### config.mk
export PLATFORM = sky130hd
export DESIGN_NAME = adc_spi_sampler_flat
export DESIGN_NICKNAME = d
export VERILOG_FILES = /design/src/rtl/adc_spi_sampler_if.sv /design/src/rtl/adc_spi_sampler.sv /design/src/flat_wrapper.sv
export SDC_FILE = /design/constraint.sdc
export NUM_CORES = 1
export LEC_CHECK = 0
export BUFFER_PORTS_ARGS = -buffer_cell sky130_fd_sc_hd__clkbuf_2
export CAP_MARGIN = 20
export CORE_ASPECT_RATIO = 2
export CORE_MARGIN = 5
export CORE_UTILIZATION = 40
export CTS_BUF_LIST = sky130_fd_sc_hd__clkbuf_4 sky130_fd_sc_hd__clkbuf_8
export DETAILED_ROUTE_END_ITERATION = 8
export GPL_TIMING_DRIVEN = 0
export MAX_ROUTING_LAYER = met4
export SLEW_MARGIN = 10
export SYNTH_ARGS = -nofsm -noshare
export SYNTH_HDL_FRONTEND = slang
export SYNTH_SLANG_ARGS = --single-unit
### constraint.sdc
create_clock -name clock -period 1.8 [get_ports clock]
set_input_delay 0.54 -clock clock [delete_from_list [all_inputs] [get_ports clock]]
set_output_delay 0.54 -clock clock [all_outputs]
set_load 0.03 [all_outputs]
### src/rtl/adc_spi_sampler_if.sv
// axi_stream: minimal valid/ready sample stream.
//   data  : sample word, DATA_WIDTH bits
//   valid : source has a word on data
//   ready : sink accepts the word on a clock edge where valid is also high
interface axi_stream #(
    parameter int DATA_WIDTH = 16
) ();
    logic [DATA_WIDTH-1:0] data;
    logic                  valid;
    logic                  ready;

    modport master (output data, output valid, input ready);
    modport slave  (input data, input valid, output ready);
endinterface

### src/rtl/adc_spi_sampler.sv
// adc_spi_sampler: drives a CNV-strobed SPI ADC, shifts in one sample MSB
// first and presents it, width-extended, on a valid/ready stream.
//
// Ports
//   clock        system clock, rising edge
//   reset        asynchronous active-low reset
//   trigger      start-of-conversion request
//   sclk_divider SPI half-period minus one (clock cycles)
//   conv_time    CNV high time minus one (clock cycles)
//   sign_extend  1 = sign-extend sample, 0 = zero-extend
//   miso         serial data from the ADC
//   cnv          conversion-start strobe to the ADC
//   sclk         SPI clock to the ADC, idles low
//   data_out     sample stream (master side)
//   busy         high whenever the FSM is not idle
//   overrun      high in a cycle where trigger is ignored
//
// state   | meaning
// --------+------------------------------------------------------------
// IDLE    | waiting for trigger; latches timing/extension settings
// CONVERT | cnv high, counting down conv_time
// SHIFT   | SAMPLE_WIDTH sclk periods, miso captured on each 0->1 edge
// OUTPUT  | sample presented with valid until the sink takes it
module adc_spi_sampler #(
    parameter int SAMPLE_WIDTH    = 12,
    parameter int DATA_PATH_WIDTH = 16
) (
    input  logic       clock,
    input  logic       reset,
    input  logic       trigger,
    input  logic [7:0] sclk_divider,
    input  logic [7:0] conv_time,
    input  logic       sign_extend,
    input  logic       miso,
    output logic       cnv,
    output logic       sclk,
    axi_stream.master  data_out,
    output logic       busy,
    output logic       overrun
);

    localparam int BW = $clog2(SAMPLE_WIDTH + 1);

    typedef enum logic [1:0] {
        IDLE    = 2'd0,
        CONVERT = 2'd1,
        SHIFT   = 2'd2,
        OUTPUT  = 2'd3
    } state_t;

    state_t                  state_q, state_d;
    logic [7:0]              cnt_q, cnt_d;
    logic [7:0]              div_q, div_d;
    logic                    sext_q, sext_d;
    logic                    sclk_q, sclk_d;
    logic [BW-1:0]           bit_q, bit_d;
    logic [SAMPLE_WIDTH-1:0] shreg_q, shreg_d;
    logic [DATA_PATH_WIDTH-1:0] ext_data;

    always_ff @(posedge clock or negedge reset) begin
        if (!reset) begin
            state_q <= IDLE;
            cnt_q   <= '0;
            div_q   <= '0;
            sext_q  <= 1'b0;
            sclk_q  <= 1'b0;
            bit_q   <= '0;
            shreg_q <= '0;
        end else begin
            state_q <= state_d;
            cnt_q   <= cnt_d;
            div_q   <= div_d;
            sext_q  <= sext_d;
            sclk_q  <= sclk_d;
            bit_q   <= bit_d;
            shreg_q <= shreg_d;
        end
    end

    always_comb begin
        state_d = state_q;
        cnt_d   = cnt_q;
        div_d   = div_q;
        sext_d  = sext_q;
        sclk_d  = sclk_q;
        bit_d   = bit_q;
        shreg_d = shreg_q;

        case (state_q)
            IDLE: begin
                if (trigger) begin
                    state_d = CONVERT;
                    cnt_d   = conv_time;
                    div_d   = sclk_divider;
                    sext_d  = sign_extend;
                    shreg_d = '0;
                end
            end
            CONVERT: begin
                if (cnt_q == 8'd0) begin
                    state_d = SHIFT;
                    cnt_d   = div_q;
                    sclk_d  = 1'b0;
                    bit_d   = BW'(SAMPLE_WIDTH - 1);
                end else begin
                    cnt_d = cnt_q - 8'd1;
                end
            end
            SHIFT: begin
                if (cnt_q != 8'd0) begin
                    cnt_d = cnt_q - 8'd1;
                end else if (!sclk_q) begin
                    // miso is taken on the same edge that raises sclk
                    sclk_d  = 1'b1;
                    shreg_d = {shreg_q[SAMPLE_WIDTH-2:0], miso};
                    cnt_d   = div_q;
                end else begin
                    sclk_d = 1'b0;
                    cnt_d  = div_q;
                    if (bit_q == '0) begin
                        state_d = OUTPUT;
                    end else begin
                        bit_d = bit_q - BW'(1);
                    end
                end
            end
            OUTPUT: begin
                if (data_out.ready) begin
                    state_d = IDLE;
                end
            end
            default: state_d = IDLE;
        endcase
    end

    // shreg only moves in SHIFT, so the word is stable for all of OUTPUT
    always_comb begin
        ext_data = '0;
        ext_data[SAMPLE_WIDTH-1:0] = shreg_q;
        for (int i = SAMPLE_WIDTH; i < DATA_PATH_WIDTH; i++) begin
            ext_data[i] = sext_q & shreg_q[SAMPLE_WIDTH-1];
        end
    end

    assign cnv            = (state_q == CONVERT);
    assign sclk           = sclk_q;
    assign busy           = (state_q != IDLE);
    assign overrun        = trigger & (state_q != IDLE);
    assign data_out.valid = (state_q == OUTPUT);
    assign data_out.data  = ext_data;

endmodule

### src/flat_wrapper.sv
// flat-port wrapper written by rule: the top's interface ports become plain ports
module adc_spi_sampler_flat 
#(
    parameter int SAMPLE_WIDTH    = 12,
    parameter int DATA_PATH_WIDTH = 16
)
  (clock, reset, trigger, sclk_divider, conv_time, sign_extend, miso, cnv, sclk, busy, overrun, data_out_data, data_out_valid, data_out_ready);
  axi_stream #(.DATA_WIDTH((16))) data_out_i ();
  input  logic clock;
  input  logic reset;
  input  logic trigger;
  input  logic [7:0] sclk_divider;
  input  logic [7:0] conv_time;
  input  logic sign_extend;
  input  logic miso;
  output logic cnv;
  output logic sclk;
  output logic busy;
  output logic overrun;
  output wire logic [$bits(data_out_i.data)-1:0] data_out_data;
  output wire logic [$bits(data_out_i.valid)-1:0] data_out_valid;
  input wire logic [$bits(data_out_i.ready)-1:0] data_out_ready;
  assign data_out_data = data_out_i.data;
  assign data_out_valid = data_out_i.valid;
  assign data_out_i.ready = data_out_ready;
  adc_spi_sampler #(.SAMPLE_WIDTH(SAMPLE_WIDTH), .DATA_PATH_WIDTH(DATA_PATH_WIDTH)) u_core (.clock(clock), .reset(reset), .trigger(trigger), .sclk_divider(sclk_divider), .conv_time(conv_time), .sign_extend(sign_extend), .miso(miso), .cnv(cnv), .sclk(sclk), .data_out(data_out_i), .busy(busy), .overrun(overrun));
endmodule
==> results.json, run 1 <==
{
  "postRouteAntennaNets": 0,
  "globalplace.congestion": 0.773,
  "syn_area_per_cell_um2": 9.24,
  "power_density_nw_per_um2": 1750,
  "netlist_area_um2": 1960,
  "fmax_mhz": 499,
  "drt_iter0_markers": 37,
  "layout_common_cells": "clkbuf_2, nand2_1, dfrtp_1",
  "placed_cells": 311,
  "min_path_type": "input port to async pin",
  "met1_usage_pct": 18.8,
  "ir_drop_mv": 1.04,
  "grt_max_degree": 37,
  "io_pins": 43,
  "slew_headroom_pct": 39.9,
  "use_met2_pct": 30.0,
  "wl_per_cell_um": 14.9,
  "end_kind": "register",
  "core-area_um2": 4820,
  "worst_ep_arrival_time_ps": 2160,
  "layout_commonest_cell": "clkbuf_2",
  "path_clk_slew_ps": 80,
  "grt_overflow_total": 0,
  "htreeDepth": 2,
  "numCtsBuffers": 5,
  "drc": 0,
  "final_nets": 300,
  "clock_skew_ps": 6.61,
  "synth_cell_types": 43,
  "violations": "negative setup slack",
  "routed_wl_um": 4860,
  "worstPathMaxFanout": 9,
  "clkLatencyLatePin_ps": 290,
  "firstDrtPassIters": 4,
  "grt_pass1_vias": 1797,
  "rsz0062_at_grt": "true",
  "finalNonFillerCells": 327,
  "ys_ff_latch": 36,
  "drv_slew": 0,
  "gr-max-usage-layer": "met2",
  "dp_hpwl_um": 3670,
  "cts_tree": "done",
  "port_buffers": 42,
  "worstMarginPinSlew_ps": 901,
  "dieHeight_um": 109,
  "setup_viol": 25,
  "synthCells": 212,
  "layout_setup_ws_ps": -202,
  "cts_buffer_depth": 2,
  "outcome": "finished with violations",
  "critical_path_class": "register to register",
  "leakage_nw": 1.16,
  "dieArea_um2": 6480,
  "grt_pass1_wl_um": 8290,
  "grt.total_usage_pct": 17.4,
  "antenna_found_initial": 0,
  "cp-start-kind": "register",
  "die_x_um": 59.5,
  "cts_sinks": 36,
  "num_vias": 1699,
  "drive_above_1_share_pct": 37.0,
  "period_minus_slack_ps": 2000,
  "yosys_warnings": 0,
  "drv_cap": 0,
  "area_growth_pct": 28.9,
  "cts-root-buf": "clkbuf_8",
  "vias_per_cell": 5.20,
  "final-hold-violation-count": 0,
  "worstPathRequired_ps": 1960,
  "row_count": 36,
  "synthesis.nets": 243,
  "fin_total_pwr_mw": 4.42,
  "diodes": 0,
  "yosysSeqAreaShare_pct": 46.0,
  "min_period_over_period_pct": 111,
  "grt_use_met3_pct": 3.08,
  "initial_utilization_pct": 40.7,
  "ctsHoldBuffers": 0
}
-- stage by stage --
stage / setup WS [ps] / area, µm² / hold WS (ps) / utilization [%] / TNS [ps]
5_1_grt: -283 / 2520 / 447 / 52.4 / -5390
2_1_floorplan: -173 / 2000 / 244 / - / -2760
3_5_place_dp: -403 / 2290 / 488 / 47.4 / -8400
3_3_place_gp: -397 / 2290 / 479 / 47.4 / -7760
4_1_cts: -212 / 2490 / 402 / 51.6 / -3340
6_report: -202 / 2520 / 369 / 52.4 / -3060
-- routing by layer --
| metal | share of wire (%) | wire (µm) | vias up |
|---|---|---|---|
| li1 | - | - | 848 |
| met5 | 0 | 0 | - |
| met1 | 39 | 1890 | 810 |
| met3 | 2.7 | 131 | 10 |
| met2 | 56 | 2710 | 31 |
| met4 | 2.8 | 135 | 0 |
-- worst paths after layout --
| kind | startpoint | to | slack (ps) | depth (start not counted) |
|---|---|---|---|---|
| max | u_core.cnt_q[0] | u_core.state_q[1] | -200 | 8 |
| min | reset | u_core.sclk | 370 | 1 |
| max reg2reg | u_core.cnt_q[0] | u_core.state_q[1] | -200 | 8 |
| min reg2reg | u_core.sext_q | u_core.sext_q | 500 | 1 |
| max in group asynchronous | reset | u_core.sext_q | 870 | 1 |
| min in group clock | sclk_divider[2] | u_core.div_q[2] | 480 | 2 |
-- critical path, stage by stage, from the launching register on --
cell and delay [ps]:
dfrtp_1 400, inv_2 90, ha_4 140, or4b_4 500, or2_1 240, buf_6 140
a21oi_2 130, o21ai_2 80, mux2i_1 140
-- state kept, by name, indices dropped and copies added (netlist names) --
register,cells
u_core.sclk,1
u_core.state_q,2
u_core.cnt_q,8
u_core.div_q,8
u_core.bit_q,4
u_core.shreg_q,12
u_core.sext_q,1
-- synthesized netlist by cell type --
cell type / number / share of area [%]
nand3_1: 7 / 1.8
xnor2_1: 2 / 0.89
or4_1: 1 / 0.38
mux2i_1: 3 / 1.5
o21ai_1: 1 / 0.26
a32oi_1: 1 / 0.45
buf_2: 1 / 0.26
or2_2: 1 / 0.32
o22ai_1: 1 / 0.32
a22o_1: 2 / 0.89
a211o_1: 1 / 0.45
a2bb2oi_1: 1 / 0.45
clkbuf_1: 5 / 0.96
mux2_2: 10 / 5.7
nor4_1: 2 / 0.64
o21ai_0: 23 / 5.9
nor3b_1: 1 / 0.38
nand2b_1: 2 / 0.64
o2bb2ai_1: 1 / 0.45
buf_6: 1 / 0.57
o211ai_1: 2 / 0.77
o31ai_1: 1 / 0.38
nor3_1: 2 / 0.51
o221a_2: 1 / 0.57
a31oi_1: 5 / 1.6
or4b_1: 1 / 0.51
a21oi_1: 7 / 1.8
a221oi_1: 1 / 0.45
a21oi_2: 1 / 0.45
nor2_1: 14 / 2.7
or2_1: 1 / 0.32
nand2_1: 37 / 7.1
buf_4: 3 / 1.1
inv_1: 12 / 2.3
dfrtp_1: 36 / 46
o22a_1: 1 / 0.45
nor2b_1: 6 / 1.9
or3_1: 1 / 0.32
o41a_1: 1 / 0.57
or3b_2: 1 / 0.45
ha_1: 9 / 5.7
o21ai_2: 1 / 0.45
and2_1: 1 / 0.32
-- what timing repair did --
action,4_1_cts,5_1_grt
buffers inserted,7,2
gates resized for setup,18,11
pin swaps,4,2
setup endpoints to repair,30,30
cloned,0,0
-- where the power goes --
group / switching, mW / internal (mW)
clock network: 0.297 / 0.326
logic: 1.39 / 1.11
registers: 0.221 / 1.07
-- logic make-up (layout without fill, tap and decap cells) --
family	Yosys count	after routing	synth area share, %
DFF	36	36	46.0
buffers and inverters	22	80	5.24
adders and majority gates	9	9	5.75
muxes	13	13	7.28
xor gates and xnor gates	2	2	0.894
AOI/OAI and AO/OA	52	52	16.6
and+or+nand+nor	78	78	18.3
-- layout make-up --
class / count / area, µm²
Timing Repair Buffer: 51 / 295
Multi-Input combinational cell: 154 / 1030
Tap cell: 57 / 71.3
Fill cell: 469 / 2290
Buffer: 9 / 83.8
Clock inverter: 1 / 7.51
Clock buffer: 7 / 90.1
Sequential cell: 36 / 901
Inverter: 12 / 45.0
(Power assumes the default switching activity.)
==> inputs of run 2 (changes only) <==
Settings changed: SETUP_SLACK_MARGIN from default to 0.4.
==> run 2 against run 1 <==
  * The flow still finishes with violations (negative setup slack)
  * Via count up 8.6%
  * Clock-buffer cell count is the same
  * Total power increased by 13%
  * Critical path depth increased by 1
  * Register-to-register slack lost 70 ps
  * Sequential power barely moved
  * Design area increased by 18%
  * Cell count up 5.8%
  * Critical path type unchanged
  * Critical endpoint unchanged
==> results.json, run 2 (synthesized netlist as in run 1, its figures left out) <==
{
  "ir_drop_mv": 0.952,
  "power_density_nw_per_um2": 1680,
  "slew_headroom_pct": 39.7,
  "grt_overflow_total": 0,
  "final_area_um2": 2980,
  "cts_tree": "done",
  "dieHeight_um": 109,
  "dieArea_um2": 6480,
  "worstPathMaxFanout": 9,
  "layout_setup_ws_ps": -274,
  "io_pins": 43,
  "placed_cell_area_um2": 2330,
  "grt_pass1_vias": 1958,
  "clkLatencyLatePin_ps": 300,
  "final-hold-violation-count": 0,
  "grt.total_usage_pct": 19.2,
  "dp_hpwl_um": 3890,
  "clock_skew_ps": 9.11,
  "wl_per_cell_um": 16.3,
  "diodes": 0,
  "drv_cap": 0,
  "fmax_mhz": 482,
  "largest-register": "u_core.shreg_q",
  "vias_per_cell": 5.33,
  "firstDrtPassIters": 4,
  "antenna_found_initial": 0,
  "outcome": "finished with violations",
  "postRouteAntennaNets": 0,
  "final_nets": 319,
  "end_kind": "register",
  "worstMarginPinSlew_ps": 904,
  "crit_family": "simple AND/OR/NAND/NOR gates",
  "min_period_over_period_pct": 115,
  "drv_slew": 0,
  "setup_viol": 27,
  "path_clk_slew_ps": 80,
  "layout_commonest_cell": "nand2_1",
  "die_x_um": 59.5,
  "area_growth_pct": 52.1,
  "port_buffers": 42,
  "htreeDepth": 2,
  "cts-root-buf": "clkbuf_8",
  "startpoint": "u_core.cnt_q[0]",
  "globalplace.congestion": 0.823,
  "cp_slowest_cell": "or4b_4",
  "path_buf_inv": 3,
  "place_ws_ps": -372,
  "cts_sinks": 36,
  "hold-worst-slack_ps": 369,
  "drt_iter0_markers": 44,
  "rsz0062_at_grt": "true",
  "grt_pass1_wl_um": 9150,
  "worstPathRequired_ps": 1960,
  "drive_above_1_share_pct": 43.9,
  "initial_utilization_pct": 40.7,
  "worst_ep_arrival_time_ps": 2230,
  "crit_top_cell": "buf_6",
  "cp-start-kind": "register",
  "cts_buffer_depth": 2,
  "num_vias": 1845,
  "violations": "negative setup slack",
  "numCtsBuffers": 5,
  "min_path_type": "input port to async pin",
  "period_minus_slack_ps": 2070,
  "core-area_um2": 4820,
  "worstPathCellList": "inv_2 > ha_4 > or4b_4 > buf_6 > or2_1 > buf_6 > a21oi_2 > o21ai_2 > mux2i_1",
  "drc": 0,
  "slowest_delay_ps": 450,
  "routed_wl_um": 5630,
  "leakage_nw": 1.35,
  "largest_register_ffs": 12,
  "reg.largest.list": "u_core.shreg_q: 12 flops, u_core.cnt_q: 8 flops, u_core.div_q: 8 flops",
  "grt_max_degree": 37,
  "rr_startpoint": "u_core.cnt_q[0]",
  "critical_path_class": "register to register",
  "row_count": 36,
  "layout_common_cells": "nand2_1, dfrtp_1, buf_4"
}
## run 2: area by class of cell
class	instances	area (µm²)
clock inverters	1	30.0
flip-flops and latches	36	903
repair buffers	69	646
multi-input cells	154	1090
plain buffers	10	101
clock buffers	7	96.3
well taps	57	71.3
inverters	12	45.0
fillers	413	1840
## run 2: routing by layer
metal,share of wire (%),global-route usage [%]
met4,1.9,8.87
met5,0,-
met1,35,19.0
met2,60,35.0
met3,3.1,3.32
## run 2: what timing repair did
| item | in CTS | in global routing |
|---|---|---|
| hold buffers | 0 | 0 |
| gates resized for setup | 67 | 24 |
| endpoints found under the setup margin | 57 | 51 |
| setup buffers | 23 | 4 |
| gates cloned | 0 | 0 |
| hold endpoints to repair | 0 | 0 |
| pin swaps | 6 | 4 |
## run 2: power breakdown
part | internal [mW] | switching (mW) | total [mW]
Clock | 0.489 | 0.304 | 0.793
Sequential | 1.07 | 0.241 | 1.31
Combinational | 1.34 | 1.55 | 2.90
Total | 2.90 | 2.10 | 5.00
## run 2: worst paths after layout
kind | end | cells past startpoint | slack [ps]
max | u_core.state_q[1] | 9 | -270
min | u_core.bit_q[0] | 1 | 370
max reg2reg | u_core.state_q[1] | 9 | -270
min reg2reg | u_core.div_q[1] | 1 | 510
max in group asynchronous | u_core.shreg_q[11] | 1 | 810
min in group clock | u_core.div_q[2] | 2 | 470
## run 2: per-stage QoR
stage	utilization [%]	setup TNS (ps)	total power, mW	std cells
2_1_floorplan	-	-2740	3.01	212
3_3_place_gp	48.3	-6570	3.58	311
3_5_place_dp	48.3	-7180	3.61	311
4_1_cts	60.3	-4840	4.90	342
5_1_grt	61.8	-6350	5.32	346
6_report	61.8	-4490	5.00	346
==> inputs of run 3 (changes only) <==
==> constraint.sdc (replaced) <==
create_clock -name clock -period 1.8 [get_ports clock]
set_input_delay 0.36 -clock clock [delete_from_list [all_inputs] [get_ports clock]]
set_output_delay 0.36 -clock clock [all_outputs]
set_load 0.03 [all_outputs]
==> run 3 against run 2 <==
  * The flow still finishes with violations (negative setup slack)
  * Via count is 2.5% lower
  * Sequential power hardly changed
  * First-iteration DRC count is 16% higher
  * Hold slack worse by 190 ps
  * Register-to-register slack hardly changed
  * Clock-buffer cell count is 2 lower
  * Die area stayed put
  * Clock skew is 5.0 ps higher
  * Flip-flop and latch count stayed put
  * Design area is 1.7% lower
==> results.json, run 3 (synthesized netlist as in run 1, its figures left out) <==
{
  "cts-root-buf": "clkbuf_8",
  "initial_utilization_pct": 40.7,
  "grt_overflow_total": 0,
  "cp-start-kind": "register",
  "slew_headroom_pct": 37.1,
  "numCtsBuffers": 5,
  "end_kind": "register",
  "largest-register": "u_core.shreg_q",
  "setup_viol": 26,
  "critPathCapture": "u_core.state_q[0]",
  "grt_max_degree": 37,
  "drv_cap": 0,
  "wl_per_cell_um": 16.0,
  "ir_drop_mv": 1.02,
  "drt_iter0_markers": 51,
  "layout_setup_ws_ps": -287,
  "final-hold-violation-count": 0,
  "worstReg2RegEnd": "u_core.state_q[0]",
  "drive_above_1_share_pct": 52.7,
  "diodes": 0,
  "final_nets": 313,
  "layout_common_cells": "clkbuf_2, dfrtp_1, nand2_1",
  "rsz0062_at_grt": "true",
  "reg.largest.list": "u_core.shreg_q: 12 flops, u_core.cnt_q: 8 flops, u_core.div_q: 8 flops",
  "leakage_nw": 1.33,
  "min_period_over_period_pct": 116,
  "dieHeight_um": 109,
  "dieArea_um2": 6480,
  "clock_skew_ps": 14.1,
  "num_vias": 1799,
  "routed_wl_um": 5450,
  "cts_tree": "done",
  "hold-worst-slack_ps": 182,
  "area_growth_pct": 49.5,
  "grt_pass1_wl_um": 9010,
  "globalplace.congestion": 0.795,
  "worstPathMaxFanout": 5,
  "rr_startpoint": "u_core.cnt_q[0]",
  "largest_register_ffs": 12,
  "power_density_nw_per_um2": 1830,
  "startpoint": "u_core.cnt_q[0]",
  "vias_per_cell": 5.29,
  "postRouteAntennaNets": 0,
  "worst_ep_arrival_time_ps": 2300,
  "io_pins": 43,
  "grt_pass1_vias": 1936,
  "grt.total_usage_pct": 18.7,
  "clkLatencyLatePin_ps": 300,
  "ctsHoldBuffers": 0,
  "antenna_found_initial": 0,
  "reg2reg_slack_ps": -290,
  "min_path_type": "input port to async pin",
  "violations": "negative setup slack",
  "die_x_um": 59.5,
  "port_buffers": 42,
  "final_core_utilization_pct": 60.8,
  "drv_slew": 0,
  "worstMarginPinSlew_ps": 944,
  "dp_hpwl_um": 3660,
  "critical_path_class": "register to register",
  "worstPathRequired_ps": 2010,
  "cts_sinks": 36,
  "core-area_um2": 4820,
  "outcome": "finished with violations",
  "fmax_mhz": 479,
  "period_minus_slack_ps": 2090,
  "worstRegToRegCells": 9,
  "path_clk_slew_ps": 90,
  "row_count": 36,
  "firstDrtPassIters": 4,
  "drc": 0,
  "cts_buffer_depth": 2,
  "htreeDepth": 2
}
[run 3: what timing repair did]
item,CTS,global route
cloned,2,1
endpoints found under the hold margin,0,0
endpoints found under the setup margin,44,44
pin swaps,16,10
setup buffers,15,3
resized for setup,52,52
[run 3: area by class of cell]
type                            count  area [µm²]
Buffer                             10         111
Clock buffer                        5        68.8
Clock inverter                      3        46.3
Fill cell                         405        1890
Inverter                           12        45.0
Multi-Input combinational cell    154        1210
Sequential cell                    36         902
Tap cell                           57        71.3
Timing Repair Buffer               63         472
[run 3: report_power, final]
part / internal [mW] / switching, mW
registers: 1.07 / 0.249
logic: 1.57 / 1.73
clock network: 0.418 / 0.335
total: 3.06 / 2.31
[run 3: stage by stage]
stage	instances	total power [mW]	instance area [µm²]	setup TNS [ps]	setup WS [ps]
after floorplan	212	3.00	2040	-2740	-173
after global placement	311	3.54	2320	-6240	-299
after detailed placement	311	3.57	2320	-7020	-335
after CTS	336	4.97	2760	-4310	-243
after global routing	340	5.75	2930	-5120	-336
final	340	5.37	2930	-3470	-287
[run 3: critical path, cell delays in order, from the launching register on]
cell	delay (ps)
dfrtp_1	400
inv_2	90
ha_4	130
or4b_4	450
buf_6	150
or2_4	230
buf_6	140
a21oi_2	120
o21ai_2	80
mux2i_1	210
[run 3: worst min path at each step]
| stage | from | endpoint | slack (ps) | cells past startpoint |
|---|---|---|---|---|
| 5_1_grt | reset | u_core.state_q[0] | 260 | 1 |
| 4_1_cts | reset | u_core.shreg_q[9] | 230 | 1 |
| 2_1_floorplan | reset | u_core.bit_q[0] | 60 | 0 |
| 6_report | reset | u_core.state_q[0] | 180 | 1 |
| 3_3_place_gp | u_core.sext_q | u_core.sext_q | 480 | 1 |
| 3_5_place_dp | u_core.sext_q | u_core.sext_q | 490 | 1 |
[run 3: layer usage]
layer | GRT usage [%] | part of all wire (%) | vias up
li1 | - | - | 877
met1 | 19.8 | 37 | 882
met2 | 33.6 | 59 | 30
met3 | 2.84 | 2.2 | 10
met4 | 7.13 | 2.0 | 0
met5 | - | 0 | -
